**src/rtl/fifo_pkg.sv**
```systemverilog
// Constants and helpers shared by the async FIFO and its write-side packer.
package fifo_pkg;

  localparam int FIFO_DATA_SIZE = 8;
  localparam int FIFO_ADDR_SIZE = 4;

  function automatic int clog2(input int v);
    int r;
    r = 0;
    for (int i = 0; i < 32; i++)
      if ((1 << r) < v) r++;
    return r;
  endfunction

endpackage

```
**src/rtl/fifo_wr_packer_if.sv**
```systemverilog
// Source beat stream and FIFO write port seen by the write-side packer.
interface fifo_wr_packer_if
  import fifo_pkg::*;
#(
  parameter int DATA_SIZE = FIFO_DATA_SIZE,
  parameter int IN_SIZE   = 2
);

  logic [IN_SIZE-1:0]   s_data;
  logic                 s_valid;
  logic                 s_last;
  logic                 s_ready;
  logic [DATA_SIZE-1:0] wdata;
  logic                 wput;
  logic                 wfull;

  modport slave (
    input  s_data, s_valid, s_last, wfull,
    output s_ready, wdata, wput
  );

  modport master (
    output s_data, s_valid, s_last, wfull,
    input  s_ready, wdata, wput
  );

endinterface

```
**src/rtl/fifo_wr_packer.sv**
```systemverilog
// Packs narrow source beats into FIFO words, zero-padding short frames.
module fifo_wr_packer
  import fifo_pkg::*;
#(
  parameter int DATA_SIZE = FIFO_DATA_SIZE,
  parameter int IN_SIZE   = 2,
  parameter int CNT_SIZE  = 16
) (
  input  logic                wclk,
  input  logic                wrst_n,
  fifo_wr_packer_if.slave     bus,
  output logic [CNT_SIZE-1:0] frame_cnt,
  output logic                stall
);

  localparam int RATIO    = DATA_SIZE / IN_SIZE;
  localparam int IDX_RAW  = clog2(RATIO);
  localparam int IDX_SIZE = (IDX_RAW < 1) ? 1 : IDX_RAW;
  localparam logic [IDX_SIZE-1:0] LAST_IDX =
    IDX_SIZE'(RATIO - 1);

  logic [DATA_SIZE-1:0] acc;
  logic [DATA_SIZE-1:0] merged;
  logic [IDX_SIZE-1:0]  idx;
  logic [IN_SIZE-1:0]   beat;
  logic                 accept;
  logic                 last;
  logic                 complete;
  logic                 drain;

  // Conservative: any pending word blocked by wfull stops intake.
  assign bus.s_ready = !bus.wput || !bus.wfull;
  assign stall       = bus.s_valid && !bus.s_ready;

  assign accept   = bus.s_valid && bus.s_ready;
  assign beat     = accept ? bus.s_data : '0;
  assign last     = accept && bus.s_last;
  assign complete = accept && ((idx == LAST_IDX) || bus.s_last);
  assign drain    = bus.wput && !bus.wfull;

  always_comb begin
    merged = acc;
    for (int i = 0; i < RATIO; i++)
      if (idx == IDX_SIZE'(i))
        merged[i*IN_SIZE +: IN_SIZE] = beat;
  end

  always_ff @(posedge wclk or negedge wrst_n) begin
    if (!wrst_n) begin
      acc       <= '0;
      idx       <= '0;
      bus.wdata <= '0;
      bus.wput  <= 1'b0;
    end else begin
      if (complete) begin
        bus.wdata <= merged;
        bus.wput  <= 1'b1;
        acc       <= '0;
        idx       <= '0;
      end else begin
        if (accept) begin
          acc <= merged;
          idx <= idx + IDX_SIZE'(1);
        end
        if (drain)
          bus.wput <= 1'b0;
      end
    end
  end

  always_ff @(posedge wclk or negedge wrst_n) begin
    if (!wrst_n)
      frame_cnt <= '0;
    else if (last)
      frame_cnt <= frame_cnt + CNT_SIZE'(1);
  end

endmodule
```
**src/flat_wrapper.sv**
```systemverilog
// flat-port wrapper written by rule: the top's interface ports become plain ports
module fifo_wr_packer_flat import fifo_pkg::*;
#(
  parameter int DATA_SIZE = FIFO_DATA_SIZE,
  parameter int IN_SIZE   = 2,
  parameter int CNT_SIZE  = 16
)
  (wclk, wrst_n, frame_cnt, stall, bus_s_data, bus_s_valid, bus_s_last, bus_wfull, bus_s_ready, bus_wdata, bus_wput);
  fifo_wr_packer_if #(.DATA_SIZE(DATA_SIZE), .IN_SIZE(IN_SIZE)) bus_i ();
  input  logic wclk;
  input  logic wrst_n;
  output logic [CNT_SIZE-1:0] frame_cnt;
  output logic stall;
  input wire logic [$bits(bus_i.s_data)-1:0] bus_s_data;
  input wire logic [$bits(bus_i.s_valid)-1:0] bus_s_valid;
  input wire logic [$bits(bus_i.s_last)-1:0] bus_s_last;
  input wire logic [$bits(bus_i.wfull)-1:0] bus_wfull;
  output wire logic [$bits(bus_i.s_ready)-1:0] bus_s_ready;
  output wire logic [$bits(bus_i.wdata)-1:0] bus_wdata;
  output wire logic [$bits(bus_i.wput)-1:0] bus_wput;
  assign bus_i.s_data = bus_s_data;
  assign bus_i.s_valid = bus_s_valid;
  assign bus_i.s_last = bus_s_last;
  assign bus_i.wfull = bus_wfull;
  assign bus_s_ready = bus_i.s_ready;
  assign bus_wdata = bus_i.wdata;
  assign bus_wput = bus_i.wput;
  fifo_wr_packer #(.DATA_SIZE(DATA_SIZE), .IN_SIZE(IN_SIZE), .CNT_SIZE(CNT_SIZE)) u_core (.wclk(wclk), .wrst_n(wrst_n), .bus(bus_i), .frame_cnt(frame_cnt), .stall(stall));
endmodule
```
**config.mk**
```make
export PLATFORM = sky130hd
export DESIGN_NAME = fifo_wr_packer_flat
export DESIGN_NICKNAME = d
export VERILOG_FILES = /design/src/rtl/fifo_pkg.sv /design/src/rtl/fifo_wr_packer_if.sv /design/src/rtl/fifo_wr_packer.sv /design/src/flat_wrapper.sv
export SDC_FILE = /design/constraint.sdc
export NUM_CORES = 1
export LEC_CHECK = 0
export ABC_CLOCK_PERIOD_IN_PS = 2780
export CAP_MARGIN = 5
export CORE_MARGIN = 2
export CORE_UTILIZATION = 50
export CTS_CLUSTER_DIAMETER = 60
export DETAILED_ROUTE_END_ITERATION = 6
export GPL_TIMING_DRIVEN = 0
export PLACE_DENSITY = 0.79
export REMOVE_ABC_BUFFERS = 1
export SKIP_LAST_GASP = 1
export SLEW_MARGIN = 5
export SYNTH_ARGS = -nofsm -noshare
export SYNTH_HDL_FRONTEND = slang
export SYNTH_SLANG_ARGS = --single-unit
export TNS_END_PERCENT = 20
```
**constraint.sdc**
```tcl
create_clock -name wclk -period 2.78 [get_ports wclk]
set_input_delay 0.417 -clock wclk [delete_from_list [all_inputs] [get_ports wclk]]
set_output_delay 0.417 -clock wclk [all_outputs]
set_load 0.05 [all_outputs]
```
==> run_results.csv <==
group,metric,value,unit
run,max_cap_viol_count,0,
detailed_routing,antenna_left,0,
setup_path,worst_ep_arrival_time,1890,ps
timing,fmax,434,MHz
global_route,grt_max_degree,36,
clock_network,cts.path.max_buffers,2,
power_and_ir_drop,vdd_drop_max,651,uV
detailed_routing,drt_iter0_drc,29,
setup_path,crit_fanout,4,
global_route,grt_overflow,0,
placed_design,dp_hpwl,2.23,mm
final_layout,finalInstanceArea,2040,sq um
clock_network,cts-root-buf,"clkbuf_4",
detailed_routing,drt-total-wl,3.16,mm
detailed_routing,drcViolationCount,0,
power_and_ir_drop,p_leak,0.905,nW
synth,netlist.area_leader.share,55.3,%
synth,synth_area_leader_cell,"dfrtp_1",
clock_network,post-cts-setup-buffers,0,
placed_design,io_buffer_count,33,
detailed_routing,vias_per_cell,5.31,
timing,slew-limit-headroom,40.7,%
synth,netlist_instances,134,
timing,period_share,82.8,%
synth,synth_area_per_cell,11.8,sq um
timing,worstMarginPinSlew,887,ps
global_route,track_usage,20.2,%
synth,yosysMostFrequentCell,"dfrtp_1",
setup_path,critPathLaunchType,"primary input",
timing,setup_slack,478,ps
synth,synth_common_cells,"dfrtp_1, nand2_1, xnor2_1, o21ai_0, nand3_1",
floorplanning,dieArea,3630,sq um
setup_path,path_cells,"clkdlybuf4s50_1, and3_1, clkdlybuf4s50_1",
synth,synth_area,1580,sq um
setup_path,criticalPathCategory,"in2out",
placed_design,dpl_worst_slack,155,ps
timing,finalSetupViolCount,0,
placed_design,place_area,1950,sq um
floorplanning,num_io_pins,34,
global_route,grt_pass1_vias,1167,
timing,fin_skew,14.4,ps
clock_network,cts_max_level,2,
synth,synthArstFlopShare,100,%
timing,drv_slew,0,
detailed_routing,via_count,1153,
timing,fin_setup_tns,0,ps
floorplanning,die_y,60.3,microns
clock_network,ctsResizeCount,0,
floorplanning,initial_utilization,52.3,%
clock_network,cts_buffers,5,
timing,rsz0062_at_grt,"false",
detailed_routing,dr.pass1.iters,4,
final_layout,fillers,240,
floorplanning,rows,20,
setup_path,critPathMaxStageDelay,790,ps
timing,min_period,2300,ps
synth,synth_flop_cell,"dfrtp_1",
clock_network,insertion_delay,350,ps
power_and_ir_drop,powerDensity,872,nW/um^2
synth,ys_seq_area_share,55.3,%
setup_path,required,2360,ps
floorplanning,core-area,3030,sq um
synth,synth_area_leaders,"dfrtp_1, xnor2_1, ha_1, a32o_1, mux2i_1",
final_layout,syn2layout_area_growth,28.9,%
clock_network,path_clk_slew,120,ps
placed_design,place.gp.congestion,0.783,
worst_hold_path,hold_path_class,"in2async",
setup_path,cp-end-kind,"output port",
synth,ys_warn_count,0,
setup_path,cp_slowest_cell,"clkdlybuf4s50_1",
final_layout,drive_gt1_share,9.25,%
timing,finalHoldViolCount,0,
clock_network,tritoncts,"built",
global_route,grt_pass1_wl,5.27,mm
synth,synthDistinctLibCells,29,
final_layout,diodes,0,
synth,synth-edff-count,0,
synth,ys_ff_latch,35,
final_layout,nets,184,
setup_path,crit_top_cell,"clkdlybuf4s50_1",
timing,holdWs,120,ps
detailed_routing,wl_per_cell,14.6,microns
global_route,antenna_found_initial,0,
clock_network,cts_hold_buf,0,
clock_network,cts_sinks,35,
floorplanning,die_x,60.3,microns
outcome,status,"finished, final reports clean",
## kinds of logic after synthesis
family	synth area share (%)
compound gates	10.3
xor+xnor	8.30
fa+ha+maj	3.95
buf+inv	1.34
flops	55.3
mux	5.22
simple gates	15.6
## where the power goes
group / switching, mW / internal (mW)
Combinational: 0.446 / 0.240
Clock: 0.174 / 0.213
Sequential: 0.0975 / 0.608
Total: 0.718 / 1.06
## layer usage
| layer | global-route usage (%) | wire (microns) |
|---|---|---|
| met5 | 0 | 0 |
| met4 | 11.4 | 51 |
| met3 | 4.11 | 131 |
| met2 | 33.7 | 1630 |
| met1 | 24.1 | 1350 |
## through the flow
stage,instances,power [mW],util [%]
floorplan,132,1.16,-
global placement,209,1.38,64.7
detailed placement,209,1.40,64.5
CTS,217,1.79,67.4
global route,217,1.87,67.4
finish,217,1.78,67.4
## cells in the final DEF, fill, tap and decap left out, types with 2 or more instances in the layout
cell type        netlist  layout
dfrtp_1               35      35
clkdlybuf4s50_1        0      32
nand2_1               14      14
xnor2_1               12      12
o21ai_0               10      10
nand3_1                7       7
a32o_1                 6       6
mux2i_1                6       6
and3_1                 5       5
ha_1                   5       5
clkbuf_4               0       5
and2_1                 4       4
inv_1                  3       3
xor2_1                 3       3
a21oi_1                2       2
a22oi_1                2       2
nor2_1                 2       2
o21ai_1                2       2
and4_1                 2       2
nand4_1                2       2
## final timing paths
kind,cells past startpoint,endpoint,start,slack [ps]
setup / recovery,3,stall,bus_wfull,480
hold / removal,1,u_core.bus.wdata[5],wrst_n,120
setup reg to reg,3,u_core.acc[7],u_core.bus.wput,640
hold reg to reg,1,u_core.frame_cnt[15],u_core.frame_cnt[15],480
max in group asynchronous,1,u_core.frame_cnt[6],wrst_n,2160
min in group wclk,1,u_core.frame_cnt[15],u_core.frame_cnt[15],480
## critical path: cells and delay by family
kind,cells,cell delay (ps)
buffers and inverters,2,1300
and+or+nand+nor,1,160
## registers in the layout, indices dropped and copies added, names as in the netlist
| register | count |
|---|---|
| u_core.bus.wput | 1 |
| u_core.bus.wdata | 8 |
| u_core.idx | 2 |
| u_core.frame_cnt | 16 |
| u_core.acc | 8 |
## layout make-up
| type | instances | area, sq um | area share, % |
|---|---|---|---|
| Multi-Input combinational cell | 94 | 686 | 33.6 |
| Inverter | 3 | 11.3 | 0.552 |
| Tap cell | 44 | 55.1 | 2.70 |
| Clock inverter | 2 | 35.0 | 1.72 |
| Sequential cell | 35 | 876 | 42.9 |
| Clock buffer | 6 | 51.3 | 2.52 |
| Timing Repair Buffer | 33 | 325 | 16.0 |
Note: power is estimated with default switching activity, not from simulation.
